<file path="src/rtl/trig_in_pkg.sv">
// Shared types for the external trigger input receiver.
package trig_in_pkg;

  typedef enum logic [1:0] {
    IDLE    = 2'd0,
    DELAY   = 2'd1,
    HOLDOFF = 2'd2
  } state_t;

  localparam logic [1:0] EDGE_RISE = 2'b00;
  localparam logic [1:0] EDGE_FALL = 2'b01;
  localparam logic [1:0] EDGE_BOTH = 2'b10;
  localparam logic [1:0] EDGE_NONE = 2'b11;

endpackage

</file>
<file path="src/rtl/trig_in_receiver_if.sv">
// Control/status bundle of the trigger input receiver; master drives config and the pin.
interface trig_in_receiver_if #(
   parameter int FILT_W = 4,
   parameter int DLY_W  = 16,
   parameter int HO_W   = 16,
   parameter int CNT_W  = 16
);
   logic              TrigIn;
   logic              Enable;
   logic [1:0]        EdgeSel;
   logic [FILT_W-1:0] FiltLen;
   logic [DLY_W-1:0]  Delay;
   logic [HO_W-1:0]   Holdoff;
   logic              TrigOut;
   logic              Busy;
   logic              Missed;
   logic [CNT_W-1:0]  TrigCount;

   modport master (
      output TrigIn, Enable, EdgeSel, FiltLen, Delay, Holdoff,
      input  TrigOut, Busy, Missed, TrigCount
   );

   modport slave (
      input  TrigIn, Enable, EdgeSel, FiltLen, Delay, Holdoff,
      output TrigOut, Busy, Missed, TrigCount
   );
endinterface

</file>
<file path="src/rtl/trig_in_filter.sv">
// Two-flop synchroniser plus glitch filter; emits the filtered level and its one-cycle delay.
module trig_in_filter #(
   parameter int FILT_W = 4
) (
   input  logic              Clock,
   input  logic              Reset_n,
   input  logic              TrigIn,
   input  logic [FILT_W-1:0] FiltLen,
   output logic              f,
   output logic              f_d
);
   logic              s1, s2;
   logic [FILT_W-1:0] fc;

   always_ff @(posedge Clock or negedge Reset_n) begin
      if (!Reset_n) begin
         s1  <= 1'b0;
         s2  <= 1'b0;
         f   <= 1'b0;
         f_d <= 1'b0;
         fc  <= '0;
      end else begin
         s1  <= TrigIn;
         s2  <= s1;
         f_d <= f;
         // s2 must disagree with f for FiltLen+1 consecutive cycles before f follows
         if (s2 == f) begin
            fc <= '0;
         end else if (fc >= FiltLen) begin
            f  <= s2;
            fc <= '0;
         end else begin
            fc <= fc + FILT_W'(1);
         end
      end
   end
endmodule

</file>
<file path="src/rtl/trig_in_receiver.sv">
// External trigger receiver: edge select, delay/holdoff FSM, missed-trigger flag and trigger count.
module trig_in_receiver
   import trig_in_pkg::*;
#(
   parameter int FILT_W = 4,
   parameter int DLY_W  = 16,
   parameter int HO_W   = 16,
   parameter int CNT_W  = 16
) (
   input logic               Clock,
   input logic               Reset_n,
   trig_in_receiver_if.slave bus
);
   logic             f, f_d;
   logic             ev_sel, ev;
   state_t           state, state_nx;
   logic [DLY_W-1:0] dc, dc_nx;
   logic [HO_W-1:0]  hc, hc_nx;
   logic             trig_nx, missed_nx;
   logic             trig_q, missed_q, busy_q;
   logic [CNT_W-1:0] cnt;

   trig_in_filter #(.FILT_W(FILT_W)) u_filter (
      .Clock   (Clock),
      .Reset_n (Reset_n),
      .TrigIn  (bus.TrigIn),
      .FiltLen (bus.FiltLen),
      .f       (f),
      .f_d     (f_d)
   );

   always_comb begin
      ev_sel = 1'b0;
      case (bus.EdgeSel)
         EDGE_RISE: ev_sel = f & ~f_d;
         EDGE_FALL: ev_sel = ~f & f_d;
         EDGE_BOTH: ev_sel = f ^ f_d;
         default:   ev_sel = 1'b0;
      endcase
      ev = ev_sel & bus.Enable;
   end

   always_ff @(posedge Clock or negedge Reset_n) begin
      if (!Reset_n) state <= IDLE;
      else          state <= state_nx;
   end

   always_comb begin
      state_nx  = state;
      dc_nx     = dc;
      hc_nx     = hc;
      trig_nx   = 1'b0;
      missed_nx = 1'b0;
      // Disable cancels anything pending without reporting a miss
      if (!bus.Enable) begin
         state_nx = IDLE;
      end else begin
         case (state)
            IDLE: begin
               if (ev) begin
                  if (bus.Delay == '0) begin
                     trig_nx = 1'b1;
                     if (bus.Holdoff != '0) begin
                        state_nx = HOLDOFF;
                        hc_nx    = bus.Holdoff - HO_W'(1);
                     end
                  end else begin
                     state_nx = DELAY;
                     dc_nx    = bus.Delay - DLY_W'(1);
                  end
               end
            end
            DELAY: begin
               missed_nx = ev;
               if (dc == '0) begin
                  trig_nx = 1'b1;
                  if (bus.Holdoff != '0) begin
                     state_nx = HOLDOFF;
                     hc_nx    = bus.Holdoff - HO_W'(1);
                  end else begin
                     state_nx = IDLE;
                  end
               end else begin
                  dc_nx = dc - DLY_W'(1);
               end
            end
            HOLDOFF: begin
               missed_nx = ev;
               if (hc == '0) state_nx = IDLE;
               else          hc_nx    = hc - HO_W'(1);
            end
            default: state_nx = IDLE;
         endcase
      end
   end

   always_ff @(posedge Clock or negedge Reset_n) begin
      if (!Reset_n) begin
         dc       <= '0;
         hc       <= '0;
         trig_q   <= 1'b0;
         missed_q <= 1'b0;
         busy_q   <= 1'b0;
         cnt      <= '0;
      end else begin
         dc       <= dc_nx;
         hc       <= hc_nx;
         trig_q   <= trig_nx;
         missed_q <= missed_nx;
         busy_q   <= (state_nx != IDLE);
         if (trig_nx) cnt <= cnt + CNT_W'(1);
      end
   end

   assign bus.TrigOut   = trig_q;
   assign bus.Missed    = missed_q;
   assign bus.Busy      = busy_q;
   assign bus.TrigCount = cnt;
endmodule

</file>
<file path="src/flat_wrapper.sv">
// flat-port wrapper written by rule: the top's interface ports become plain ports
module trig_in_receiver_flat import trig_in_pkg::*;
#(
   parameter int FILT_W = 4,
   parameter int DLY_W  = 16,
   parameter int HO_W   = 16,
   parameter int CNT_W  = 16
)
  (Clock, Reset_n, bus_TrigIn, bus_Enable, bus_EdgeSel, bus_FiltLen, bus_Delay, bus_Holdoff, bus_TrigOut, bus_Busy, bus_Missed, bus_TrigCount);
  trig_in_receiver_if #(.FILT_W(FILT_W), .DLY_W(DLY_W), .HO_W(HO_W), .CNT_W(CNT_W)) bus_i ();
  input logic Clock;
  input logic Reset_n;
  input wire logic [$bits(bus_i.TrigIn)-1:0] bus_TrigIn;
  input wire logic [$bits(bus_i.Enable)-1:0] bus_Enable;
  input wire logic [$bits(bus_i.EdgeSel)-1:0] bus_EdgeSel;
  input wire logic [$bits(bus_i.FiltLen)-1:0] bus_FiltLen;
  input wire logic [$bits(bus_i.Delay)-1:0] bus_Delay;
  input wire logic [$bits(bus_i.Holdoff)-1:0] bus_Holdoff;
  output wire logic [$bits(bus_i.TrigOut)-1:0] bus_TrigOut;
  output wire logic [$bits(bus_i.Busy)-1:0] bus_Busy;
  output wire logic [$bits(bus_i.Missed)-1:0] bus_Missed;
  output wire logic [$bits(bus_i.TrigCount)-1:0] bus_TrigCount;
  assign bus_i.TrigIn = bus_TrigIn;
  assign bus_i.Enable = bus_Enable;
  assign bus_i.EdgeSel = bus_EdgeSel;
  assign bus_i.FiltLen = bus_FiltLen;
  assign bus_i.Delay = bus_Delay;
  assign bus_i.Holdoff = bus_Holdoff;
  assign bus_TrigOut = bus_i.TrigOut;
  assign bus_Busy = bus_i.Busy;
  assign bus_Missed = bus_i.Missed;
  assign bus_TrigCount = bus_i.TrigCount;
  trig_in_receiver #(.FILT_W(FILT_W), .DLY_W(DLY_W), .HO_W(HO_W), .CNT_W(CNT_W)) u_core (.Clock(Clock), .Reset_n(Reset_n), .bus(bus_i));
endmodule
</file>
<file path="config.mk">
export PLATFORM = sky130hd
export DESIGN_NAME = trig_in_receiver_flat
export DESIGN_NICKNAME = d
export VERILOG_FILES = /design/src/rtl/trig_in_pkg.sv /design/src/rtl/trig_in_receiver_if.sv /design/src/rtl/trig_in_filter.sv /design/src/rtl/trig_in_receiver.sv /design/src/flat_wrapper.sv
export SDC_FILE = /design/constraint.sdc
export NUM_CORES = 1
export LEC_CHECK = 0
export BUFFER_PORTS_ARGS = -buffer_cell sky130_fd_sc_hd__buf_2
export CAP_MARGIN = 20
export CORE_ASPECT_RATIO = 0.8
export CORE_UTILIZATION = 40
export DETAILED_ROUTE_END_ITERATION = 10
export SKIP_LAST_GASP = 1
export SLEW_MARGIN = 20
export SYNTH_ARGS = -nofsm -noshare
export SYNTH_HDL_FRONTEND = slang
export SYNTH_SLANG_ARGS = --single-unit
</file>
<file path="constraint.sdc">
create_clock -name Clock -period 10.2 [get_ports Clock]
set_clock_uncertainty 0.15 [all_clocks]
set_input_delay 1.02 -clock Clock [delete_from_list [all_inputs] [get_ports Clock]]
set_output_delay 1.02 -clock Clock [all_outputs]
set_load 0.02 [all_outputs]
</file>
After elaboration in Yosys (flattened, before gate mapping)
Cells that the tools add are included.
{"block": "classes", "addsub": 6, "order_cmp": 1, "n_eq_ne": 11, "muxes": 28, "n_bitwise": 7, "n_reduce_logical": 13}
{"operator": "$mux 16", "count": 8}
{"operator": "$sub 16x1->16 const B", "count": 4}
{"operator": "$logic_not 16->1", "count": 3}
{"operator": "$pmux 16 s3", "count": 1}
{"operator": "$pmux 16 s2", "count": 1}
{"operator": "$add 16x1->16 const B", "count": 1}
{"operator": "$reduce_bool 16->1", "count": 1}
{"operator": "$mux 2", "count": 7}
{"operator": "$mux 4", "count": 2}
{"operator": "$mux 1", "count": 6}
{"operator": "$ne 2x1->1 const B", "count": 3}
{"operator": "$ne 2x2->1 const B", "count": 3}
{"operator": "$pmux 2 s3", "count": 1}
{"operator": "$reduce_and 6->1", "count": 1}
{"operator": "$reduce_and 5->1", "count": 1}
{"operator": "$add 4x1->4 const B", "count": 1}
{"operator": "$eq 2x1->1 const B", "count": 2}
{"operator": "$eq 2x2->1 const B", "count": 2}
{"operator": "$ge 4x4->1", "count": 1}
{"operator": "$logic_not 2->1", "count": 2}
{"operator": "$reduce_bool 2->1", "count": 2}
{"operator": "$and 1x1->1", "count": 3}
{"operator": "$not 1->1", "count": 3}
{"operator": "$pmux 1 s3", "count": 1}
{"operator": "6 further kinds", "count": 6}
{"block": "word_totals", "reg_bits": 61, "input_bits": 42, "output_inout_bits": 19, "wordCells": 78}

Logic depth before layout (Yosys ltp)
Gate-level depths: netlist (run 1).
{"block": "logic_depth", "depth_word": 8, "ltp_mapped": 13, "mapped_depth_nobuf": 9}

Modules after synthesis
A second synthesis (run 1) with hierarchy kept.
{"block": "hier_totals", "hier_cells": 474, "hier_area_um2": 4136.5}
{"module": "trig_in_receiver", "n_inst": 1, "cells_per_inst": 441, "area_per_inst_um2": 3732.3, "seq_area_each_um2": 1326.3}
{"module": "trig_in_filter", "n_inst": 1, "cells_per_inst": 33, "area_per_inst_um2": 404.1, "seq_area_each_um2": 200.2}

Worst setup path before layout (run 1)
No wires, ideal clock.
{"block": "synth_path", "kind": "reg-to-reg", "startpoint": "reg u_core.state[1]", "endpoint": "reg u_core.dc[12]", "setup_time_ps": 79, "arrival_ps": 3325, "t_required_ps": 9971, "setup_slack_ps": 6646, "path_stages_with_launch": 14, "n_path_buf": 4, "synth_period_minus_slack_ps": 3554, "cell_sequence": "dfrtp_1 inv_1 ha_1 buf_4 clkbuf_1 buf_1 clkbuf_1 mux2i_1 ha_1 o221ai_1 a2111oi_0 a21oi_1 nor2_1 a2bb2oi_1"}
{"block": "synth_via", "elab_chain_cells": 3, "elab_cells_between_ends": 8, "cone_classes": "4 x eq/ne; 1 x mux; 3 x reduce/logical"}
{"item": "start: declaration", "line_no": "trig_in_receiver.sv:16", "source": "state_t state, state_nx;"}
{"item": "start signal: assignment", "line_no": "trig_in_receiver.sv:45", "source": "else state <= state_nx;"}
{"item": "$eq 2x1->1 or $logic_not 2->1 (tied branches)", "line_no": "trig_in_receiver.sv:58", "source": "case (state)"}
{"item": "$ne 2x2->1 (no source line), or another cell as far along"}
{"item": "$reduce_and 5->1 (no source line)"}
{"item": "end signal: assignment", "line_no": "trig_in_receiver.sv:106", "source": "dc <= dc_nx;"}
{"item": "end: declaration", "line_no": "trig_in_receiver.sv:17", "source": "logic [DLY_W-1:0] dc, dc_nx;"}
Parallel ways exist; a longest one is shown, timed or not.
A chain may end at the register's enable or synchronous reset.

Worst setup path after layout (run 1)
Same ends and word-level chain as after synthesis.

==> qor.csv, run 1 <==
metric,value,unit
critPathMaxStageDelay,0.87,ns
cts_tree,built,
num_io_pins,61,
overflow,0,
port_buffers,60,
timing.rr.start,u_core.state[1]$_DFF_PN0_,
preCtsSetupSlack,6.635,ns
cts_sinks,61,
initial_core_util,0.4169,
ys_seq_area_frac,0.3519,
ir_worst_vdd,0.1057,mV
clockRootBuffer,clkbuf_16,
min_from,u_core.u_filter.s1$_DFF_PN0_,
drt-total-wl,11570,µm
dr.pass1.iters,5,
critPathCaptureType,flop,
setup_violations,0,
min_path_cells,0,
leakagePower,2.109,nW
final_cell_mix,"dfrtp_1 (61), buf_2 (60), nor3_1 (44)",
slew_violations,0,
p_comb_frac,0.262,
grt.total_usage,0.2191,
cap_viol_max_count,0,
ys.flop_type,dfrtp_1,
dp.cells,680,
reg2reg_depth,8,
layout-drive-gt1-share,0.1853,
numCtsBuffers,9,
p_sw,353.2,µW
yosysUniqueCellTypes,71,
dp_hpwl,8321,µm
via_count,4087,
period_minus_slack,3.698,ns
status,"finished, final reports clean",
fin_ws,6.502,ns
via_per_inst,5.872,
netSwitchingFraction,0.3519,
dieArea,0.01127,mm²
gp_congestion,0.8749,
antenna_found_initial,0,
finalSetupTns,0,ns
fin_cells,696,
slew_headroom,0.3386,
drt_iter0_markers,248,
synth-edff-count,0,
synthTopCellsByArea,"dfrtp_1 (35%), nor3_1 (5.1%), xor2_1 (5.0%)",
ys_seq_elements,61,
hold_path_class,flop to flop,
cts_resized,0,
layout_commonest_cell,dfrtp_1,
hold_buffers,0,
clk_pin_slew_worst_paths,0.06,ns
yosysTopAreaCell,dfrtp_1,
startpoint,u_core.state[1]$_DFF_PN0_,
arrival,3.75,ns
crit_path_start_kind,flop,
grt_pass1_vias,3916,
worst_pin_slew,0.9671,ns
cts_setup_buffers,0,
synth_nets,552,
power_density,197.2,mW/mm²
pwr-share-seq,0.408,
nFillCells,1039,
r2r_setup_slack,6.50,ns
critPathMaxFanout,37,
nets,607,
cts_buffer_depth,2,
drt-wirelength-per-cell,16.62,µm
cp_data_required_time,10.25,ns
diodes,0,
synth-warning-count,0,
hold_viol_final,0,
chipWidth,118.4,µm
p_int,650.5,µW
antenna_left,0,
worst_path_max_delay_cell,a2111oi_0,
die_h,95.15,µm
grt_first_pass_wirelength,19600,µm
crit_chain,"inv_1, ha_1, buf_4, nor4b_1, o221ai_1, a2111oi_0, a21boi_0, a2bb2oi_1",
row_count,33,
insertion_delay,0.33,ns
max_freq,0.2704,GHz
h-tree-depth,3,
rsz0062_at_grt,no,
synth_top_area_share,0.3519,
synth_area,0.004338,mm²
grt_max_degree,62,
async_reset_ff_frac,1.000,
clkPwrFrac,0.330,
fin_crit_sh,0.3625,
core-area,0.01041,mm²
area_growth,17.33,%
syn_inst,496,
syn_avg_cell_area,8.746,µm²
route.detailed.drc,0,
critPathKind,flop to flop,
[worst paths after layout]
check	endpoint
hold reg to reg	u_core.u_filter.s2$_DFF_PN0_
setup reg to reg	u_core.dc[12]$_DFFE_PN0P_
hold / removal	u_core.u_filter.s2$_DFF_PN0_
min in group asynchronous	u_core.u_filter.fc[2]$_DFF_PN0_
setup / recovery	u_core.dc[12]$_DFFE_PN0P_
max in group asynchronous	u_core.dc[0]$_DFFE_PN0P_
[registers in the layout, indices dropped and copies added, names as in the netlist]
register,flops
u_core.u_filter.f,1
u_core.bus.Missed,1
u_core.u_filter.s2,1
u_core.state,2
u_core.dc,16
u_core.u_filter.s1,1
u_core.bus.TrigCount,16
u_core.u_filter.f_d,1
u_core.hc,16
u_core.bus.TrigOut,1
u_core.u_filter.fc,4
u_core.bus.Busy,1
[power by group through the flow]
stage                     Clock, mW  Sequential (mW)  Combinational [mW]
after detailed placement          0            0.409               0.264
after floorplan                   0            0.379               0.206
after CTS                     0.340            0.406               0.264
final                         0.331            0.409               0.263
after global routing          0.351            0.422               0.297
after global placement            0            0.405               0.254
[logic make-up after synthesis]
group,Yosys count,synth area share
compound gates,109,0.1829
flops,61,0.3519
fa+ha+maj,14,0.04038
simple gates,221,0.2760
mux,12,0.02913
xor+xnor,43,0.08682
buf+inv,36,0.03288
[through the flow]
step	power (mW)	cell area, µm²	util	hold WS [ns]
2_1_floorplan	0.5846	4338	-	0.1812
3_3_place_gp	0.6592	4761	0.4576	0.1874
6_report	1.004	5090	0.4892	0.1958
4_1_cts	1.010	5090	0.4892	0.1957
3_5_place_dp	0.6724	4767	0.4582	0.1847
5_1_grt	1.070	5090	0.4892	0.2163
[metal layers]
| layer | wire length (µm) | vias to the layer above | global-route usage |
|---|---|---|---|
| li1 | - | 1985 | - |
| met1 | 5734 | 1977 | 0.3054 |
| met2 | 5163 | 119 | 0.3471 |
| met3 | 596 | 6 | 0.04725 |
| met4 | 70 | 0 | 0.05485 |
| met5 | 0 | - | 0 |
[worst max-delay path: cells and delay by family (launching register included)]
kind / cells / cell delay (ns)
buf+inv: 2 / 0.45
simple gates: 1 / 0.60
fa+ha+maj: 1 / 0.14
flops: 1 / 0.42
compound gates: 4 / 1.79
[synth_stat cells, types with 4 or more instances]
cell,number
a21oi_1,21
ha_1,14
nand4_1,8
and4_1,4
nand3_1,26
xnor2_1,18
clkbuf_1,14
a32oi_1,4
nor3_1,44
nand2_1,25
dfrtp_1,61
and2_1,5
mux2_2,5
nor2_1,36
nor4b_1,5
buf_1,4
xor2_1,25
and3_1,11
a31oi_1,7
nor3b_1,4
mux2i_1,7
nor4_1,16
nand2b_1,6
inv_1,16
or3_1,8
or2_2,4
o211ai_1,4
nor2b_1,6
o21ai_0,23
[final cells by class]
| type | instances | area [µm²] | area share |
|---|---|---|---|
| clock buffer | 9 | 225.2 | 0.04425 |
| inverter | 16 | 60.06 | 0.01180 |
| timing repair buffer | 64 | 330.3 | 0.06490 |
| sequential | 61 | 1526 | 0.2999 |
| tap | 140 | 175.2 | 0.03441 |
| clock inverter | 7 | 97.59 | 0.01917 |
| multi-input combinational | 399 | 2675 | 0.5256 |
Power figures use the tool's default switching activity.
==> run 2, diff against run 1 <==
==> constraint.sdc (replaced) <==
create_clock -name Clock -period 3.8 [get_ports Clock]
set_clock_uncertainty 0.15 [all_clocks]
set_input_delay 0.38 -clock Clock [delete_from_list [all_inputs] [get_ports Clock]]
set_output_delay 0.38 -clock Clock [all_outputs]
set_load 0.02 [all_outputs]
==> qor.csv, run 2 (synthesis results as in run 1) <==
metric,value,unit,change
status,"finished, final reports clean",,unchanged
grt_max_degree,26,,was 62
num_io_pins,61,,unchanged
core-area,0.01041,mm²,unchanged
cts_tree,built,,unchanged
period_minus_slack,3.348,ns,was 3.698 ns
power_density,523.6,mW/mm²,was 197.2 mW/mm²
setup_violations,0,,unchanged
hold_viol_final,0,,unchanged
drt-wirelength-per-cell,16.69,µm,was 16.62 µm
port_buffers,60,,unchanged
slew_headroom,0.3266,,was 0.3386
worst_pin_slew,1.008,ns,was 0.9671 ns
multi_input_area,0.002669,mm²,was 0.002675 mm²
grt.total_usage,0.2243,,was 0.2191
postLayoutCoreUtil,0.4943,,was 0.4892
antenna_left,0,,unchanged
regArea,0.001526,mm²,unchanged
die_h,95.15,µm,unchanged
critPathCaptureType,flop,,unchanged
numCtsBuffers,9,,unchanged
gp_congestion,0.8950,,was 0.8749
critPathKind,flop to flop,,unchanged
via_count,4127,,was 4087
startpoint,u_core.state[1]$_DFF_PN0_,,unchanged
route.detailed.drc,0,,unchanged
drt_iter0_markers,287,,was 248
h-tree-depth,3,,unchanged
via_per_inst,5.879,,was 5.872
path_delay_family,compound AO/OA/AOI/OAI gates,,unchanged
timing.rr.start,u_core.state[1]$_DFF_PN0_,,unchanged
critPathMaxFanout,25,,was 37
cap_viol_max_count,0,,unchanged
min_from,bus_TrigIn,,was u_core.u_filter.s1$_DFF_PN0_
crit_end,u_core.dc[12]$_DFFE_PN0P_,,unchanged
nFillCells,1044,,was 1039
dp_hpwl,8593,µm,was 8321 µm
slew_violations,0,,unchanged
rsz0062_at_grt,no,,unchanged
critPathMaxStageDelay,0.54,ns,was 0.87 ns
cp_data_required_time,3.89,ns,was 10.25 ns
arrival,3.44,ns,was 3.75 ns
insertion_delay,0.32,ns,was 0.33 ns
finalSetupTns,0,ns,unchanged
worst_path_max_delay_cell,ha_1,,was a2111oi_0
grt_pass1_vias,4009,,was 3916
layout-drive-gt1-share,0.1886,,was 0.1853
initial_core_util,0.4169,,unchanged
grt_first_pass_wirelength,20110,µm,was 19600 µm
antenna_found_initial,0,,unchanged
final_cell_mix,"dfrtp_1 (61), buf_2 (60), nor3_1 (44)",,unchanged
max_freq,0.2987,GHz,was 0.2704 GHz
drt-total-wl,11720,µm,was 11570 µm
hold_path_class,input port to flop,,was flop to flop
overflow,0,,unchanged
fin_crit_sh,0.8811,,was 0.3625
layout_commonest_cell,dfrtp_1,,unchanged
area_growth,18.58,%,was 17.33%
crit_path_start_kind,flop,,unchanged
chipWidth,118.4,µm,unchanged
critical_path.most_common_cell,ha_1,,
crit_chain,"inv_1, ha_1, buf_12, mux2i_1, ha_1, o221ai_1, a2111oi_0, buf_4, a21oi_1, nor2_1, a2bb2oi_1",,"was inv_1, ha_1, buf_4, nor4b_1, o221ai_1, a2111oi_0, a21boi_0, a2bb2oi_1"
crit_cells,11,,was 8
clockRootBuffer,clkbuf_16,,unchanged
row_count,33,,unchanged
dr.pass1.iters,5,,unchanged
ir_worst_vdd,0.2877,mV,was 0.1057 mV
cts_sinks,61,,unchanged
clk_pin_slew_worst_paths,0.06,ns,about the same
worstPathBufferInverterCount,3,,was 2
leakagePower,2.143,nW,was 2.109 nW
r2r_setup_slack,0.45,ns,was 6.50 ns
cts_buffer_depth,2,,unchanged
r2r_end,u_core.dc[12]$_DFFE_PN0P_,,unchanged
nets,614,,was 607
dieArea,0.01127,mm²,unchanged
cts_setup_buffers,0,,unchanged
reg2reg_depth,11,,was 8
diodes,0,,unchanged
==> run 2: changes by cell type in the layout (fill, tap and decap cells not counted), sizes merged <==
cell,delta
clkinvlp,-1
inv,-2
clkbuf,+2
buf,+6
dlygate4sd3,+1
==> run 2: how the worst min path moves through the flow <==
stage	slack (ns)	end	depth (start not counted)
4_1_cts	0.008	u_core.u_filter.s1$_DFF_PN0_	1
3_3_place_gp	0.19	u_core.u_filter.s2$_DFF_PN0_	0
6_report	0.01	u_core.u_filter.s1$_DFF_PN0_	1
2_1_floorplan	-0.07	u_core.bus.Busy$_DFF_PN0_	0
5_1_grt	0.003	u_core.u_filter.s1$_DFF_PN0_	1
3_5_place_dp	0.19	u_core.u_filter.s2$_DFF_PN0_	0
==> run 2: final cells by class <==
| class | instances | share of cell area |
|---|---|---|
| Clock buffer | 11 | 0.04719 |
| Clock inverter | 4 | 0.01411 |
| Inverter | 16 | 0.01168 |
| Multi-Input combinational cell | 399 | 0.5189 |
| Sequential cell | 61 | 0.2968 |
| Tap cell | 140 | 0.03405 |
| Timing Repair Buffer | 71 | 0.07735 |
==> run 2: stage by stage <==
step	power (mW)	instance area (µm²)	setup slack, ns	std cells	hold WS [ns]
after floorplan	1.569	4338	0.2460	496	-0.06559
after global placement	1.795	4818	0.6199	686	0.1874
after detailed placement	1.817	4818	0.4932	686	0.1889
after CTS	2.704	5144	0.4773	702	0.008142
after global routing	2.877	5144	0.1670	702	0.002717
final	2.693	5144	0.4516	702	0.01489
==> run 2: timing repair <==
action	4_1_cts	5_1_grt
hold endpoints to repair	22	0
hold buffers	1	0
resized for setup	0	0
==> run 2: report_power, final <==
group	total [mW]	internal (mW)	leakage, nW	switching [mW]
combinational	0.724	0.338	1.24	0.386
sequential	1.10	0.848	0.756	0.249
clock	0.872	0.587	0.152	0.285
total	2.69	1.77	2.14	0.921
==> run 2: routing by layer <==
metal / GRT usage / wire length (µm) / up-vias
li1: - / - / 1995
met1: 0.3157 / 5671 / 1966
met5: 0 / 0 / -
met2: 0.3490 / 5169 / 152
met3: 0.05084 / 746 / 14
met4: 0.05591 / 133 / 0
==> run 3, diff against run 2 <==
--- a/config.mk
+++ b/config.mk
@@ -5,9 +5,10 @@
 export SDC_FILE = /design/constraint.sdc
 export NUM_CORES = 1
 export LEC_CHECK = 0
+export ABC_AREA = 1
 export BUFFER_PORTS_ARGS = -buffer_cell sky130_fd_sc_hd__buf_2
 export CAP_MARGIN = 20
-export CORE_ASPECT_RATIO = 0.8
+export CORE_ASPECT_RATIO = 1.5
 export CORE_UTILIZATION = 40
 export DETAILED_ROUTE_END_ITERATION = 10
 export SKIP_LAST_GASP = 1
==> qor.csv, run 3 <==
metric,value,unit,change
status,"finished, final reports clean",,unchanged
ys_seq_elements,61,,unchanged
p_comb_frac,0.367,,was 0.269
numCtsBuffers,9,,unchanged
leakagePower,2.779,nW,was 2.143 nW
cts_tree,built,,unchanged
grt_first_pass_wirelength,16980,µm,was 20110 µm
drt-wirelength-per-cell,11.40,µm,was 16.69 µm
slew_headroom,0.5349,,was 0.3266
insertion_delay,0.33,ns,was 0.32 ns
ys_seq_area_frac,0.3361,,was 0.3519
synth_top_cells_by_count,"nand2_1 (250), inv_1 (83), nor2_1 (78)",,"was dfrtp_1 (61), nor3_1 (44), nor2_1 (36)"
p_sw,1.049,mW,was 920.8 µW
cts_buffer_depth,2,,unchanged
nFillCells,1202,,was 1044
die_h,132.5,µm,was 95.15 µm
antenna_left,0,,unchanged
dieArea,0.01179,mm²,was 0.01127 mm²
chipWidth,89.01,µm,was 118.4 µm
ys.flop_type,dfrtp_1,,unchanged
synth_top_area_share,0.3361,,was 0.3519
row_count,47,,was 33
syn_inst,681,,was 496
p_int,1.670,mW,was 1.773 mW
grt.total_usage,0.1860,,was 0.2243
port_buffers,60,,unchanged
via_per_inst,4.665,,was 5.879
nets,798,,was 614
overflow,0,,unchanged
period_minus_slack,2.618,ns,was 3.348 ns
path_delay_family,simple AND/OR/NAND/NOR gates,,was compound AO/OA/AOI/OAI gates
dp_hpwl,8153,µm,was 8593 µm
cts_resized,0,,unchanged
synth-edff-count,0,,unchanged
core-area,0.01106,mm²,was 0.01041 mm²
grt_max_degree,33,,was 26
area_growth,14.63,%,was 18.58%
h-tree-depth,3,,unchanged
finalSetupTns,0,ns,unchanged
yosysUniqueCellTypes,35,,was 71
synth-warning-count,0,,unchanged
hold_viol_final,0,,unchanged
fin_crit_sh,0.6890,,was 0.8811
critPathKind,flop to flop,,unchanged
worst_path_max_delay_cell,nand2_1,,was ha_1
worstPathBufferInverterCount,0,,was 3
critPathCaptureType,flop,,unchanged
dr.pass1.iters,4,,was 5
num_io_pins,61,,unchanged
ir_worst_vdd,0.2124,mV,was 0.2877 mV
clkPwrFrac,0.270,,was 0.324
critical_path.most_common_cell,nand2_1,,was ha_1
grt_pass1_vias,3942,,was 4009
synth_nets,737,,was 552
drt_iter0_markers,157,,was 287
yosysTopAreaCell,dfrtp_1,,unchanged
route.detailed.drc,0,,unchanged
netSwitchingFraction,0.3859,,was 0.3419
clockRootBuffer,clkbuf_16,,unchanged
pwr-share-seq,0.363,,was 0.407
worst_pin_slew,0.6977,ns,was 1.008 ns
yosysMostFrequentCell,nand2_1,,was dfrtp_1
layout_commonest_cell,nand2_1,,was dfrtp_1
whs,0.01480,ns,was 0.01489 ns
cap_viol_max_count,0,,unchanged
cp_data_required_time,3.88,ns,was 3.89 ns
final_cell_mix,"nand2_1 (250), inv_1 (83), nor2_1 (78)",,"was dfrtp_1 (61), buf_2 (60), nor3_1 (44)"
synthTopCellsByArea,"dfrtp_1 (34%), nand2_1 (21%), inv_1 (6.9%)",,"was dfrtp_1 (35%), nor3_1 (5.1%), xor2_1 (5.0%)"
crit_path_start_kind,flop,,unchanged
cts_sinks,61,,unchanged
antenna_found_initial,0,,unchanged
hold_path_class,input port to flop,,unchanged
syn_avg_cell_area,6.669,µm²,was 8.746 µm²
diodes,0,,unchanged
clk_pin_slew_worst_paths,0.05,ns,was 0.06 ns
drt-total-wl,10170,µm,was 11720 µm
critPathMaxStageDelay,0.49,ns,was 0.54 ns
initial_core_util,0.4108,,was 0.4169
rsz0062_at_grt,no,,unchanged
setup_violations,0,,unchanged
crit_chain,"ha_1, nand2_1, nand3_1, a21oi_1, nand2_1, nand2_1, nand2_1, o21ai_0",,"was inv_1, ha_1, buf_12, mux2i_1, ha_1, o221ai_1, a2111oi_0, buf_4, a21oi_1, nor2_1, a2bb2oi_1"
gp_congestion,0.8984,,was 0.8950
max_freq,0.3819,GHz,was 0.2987 GHz
async_reset_ff_frac,1.000,,unchanged
via_count,4161,,was 4127
power_density,522.3,mW/mm²,was 523.6 mW/mm²
fin_ws,1.182,ns,was 0.4516 ns
preCtsSetupSlack,0.9133,ns,was 0.4932 ns
arrival,2.70,ns,was 3.44 ns
slew_violations,0,,unchanged
layout-drive-gt1-share,0.1718,,was 0.1886
critPathMaxFanout,20,,was 25
synth_area,0.004542,mm²,was 0.004338 mm²
[run 3: changes by cell type after synthesis, sizes merged, moves of 9 or more]
cell / change
a21oi: -14
clkbuf: -11
nor4: -15
nor3: -37
and3: -11
o21ai: +20
inv: +80
nor2: +52
nand2: +231
or3: -9
nand3: +16
[run 3: final timing paths]
kind	startpoint	to	slack, ns	cells after the start
max in group asynchronous	Reset_n	u_core.hc[0]$_DFFE_PN0P_	2.04	4
max	u_core.u_filter.f$_DFFE_PN0P_	u_core.bus.TrigCount[5]$_DFFE_PN0P_	1.18	8
min reg2reg	u_core.u_filter.s1$_DFF_PN0_	u_core.u_filter.s2$_DFF_PN0_	0.20	0
min	bus_TrigIn	u_core.u_filter.s1$_DFF_PN0_	0.01	1
max reg2reg	u_core.u_filter.f$_DFFE_PN0P_	u_core.bus.TrigCount[5]$_DFFE_PN0P_	1.18	8
min in group asynchronous	Reset_n	u_core.hc[5]$_DFFE_PN0P_	0.48	2
[run 3: per-stage QoR]
step | utilization | instance area [µm²] | total power, mW | instances
global placement | 0.4457 | 4927 | 1.985 | 877
detailed placement | 0.4457 | 4927 | 2.004 | 877
finish | 0.4709 | 5206 | 2.719 | 892
floorplan | - | 4542 | 1.796 | 681
global route | 0.4709 | 5206 | 2.961 | 892
CTS | 0.4707 | 5204 | 2.753 | 892
[run 3: cells by family after synthesis]
logic type	share of synthesized area
and+or+nand+nor	0.3741
DFF	0.3361
adders and majority gates	0.03857
xor gates and xnor gates	0.05785
muxes	0.002479
buffers and inverters	0.1110
AOI/OAI and AO/OA	0.07989
[run 3: layout make-up]
cell class	instances	area (µm²)	area share
multi-input combinational	506	2514	0.4828
sequential	61	1526	0.2932
inverter	98	367.9	0.07066
timing repair buffer	66	347.8	0.06681
clock buffer	12	256.5	0.04927
tap	147	183.9	0.03533
clock inverter	2	10.01	0.001923
[run 3: per-layer routing]
layer  global-route usage  up-vias  wire length [µm]
met2               0.3393       63              5343
met4              0.07848        0               271
met1               0.2012     1865              4278
met5                    0        -                 0
li1                     -     2214                 -
met3              0.03993       19               276
[run 3: worst reg2reg max path, delay by kind of cell, from the launching register on]
kind            cells  cell delay (ns)
simple gates        5             1.08
compound gates      2             0.56
flops               1             0.42
fa+ha+maj           1             0.29
[run 3: power groups by stage]
stage	registers (mW)	clock network (mW)	logic (mW)
2_1_floorplan	0.966	0	0.830
3_3_place_gp	0.994	0	0.991
3_5_place_dp	0.997	0	1.01
4_1_cts	0.987	0.754	1.01
5_1_grt	1.02	0.786	1.16
6_report	0.987	0.734	0.999
[run 3: repair_timing]
action / in CTS / in global routing
buffers inserted: 0 / 0
hold endpoints to repair: 31 / 0
hold buffers: 1 / 0
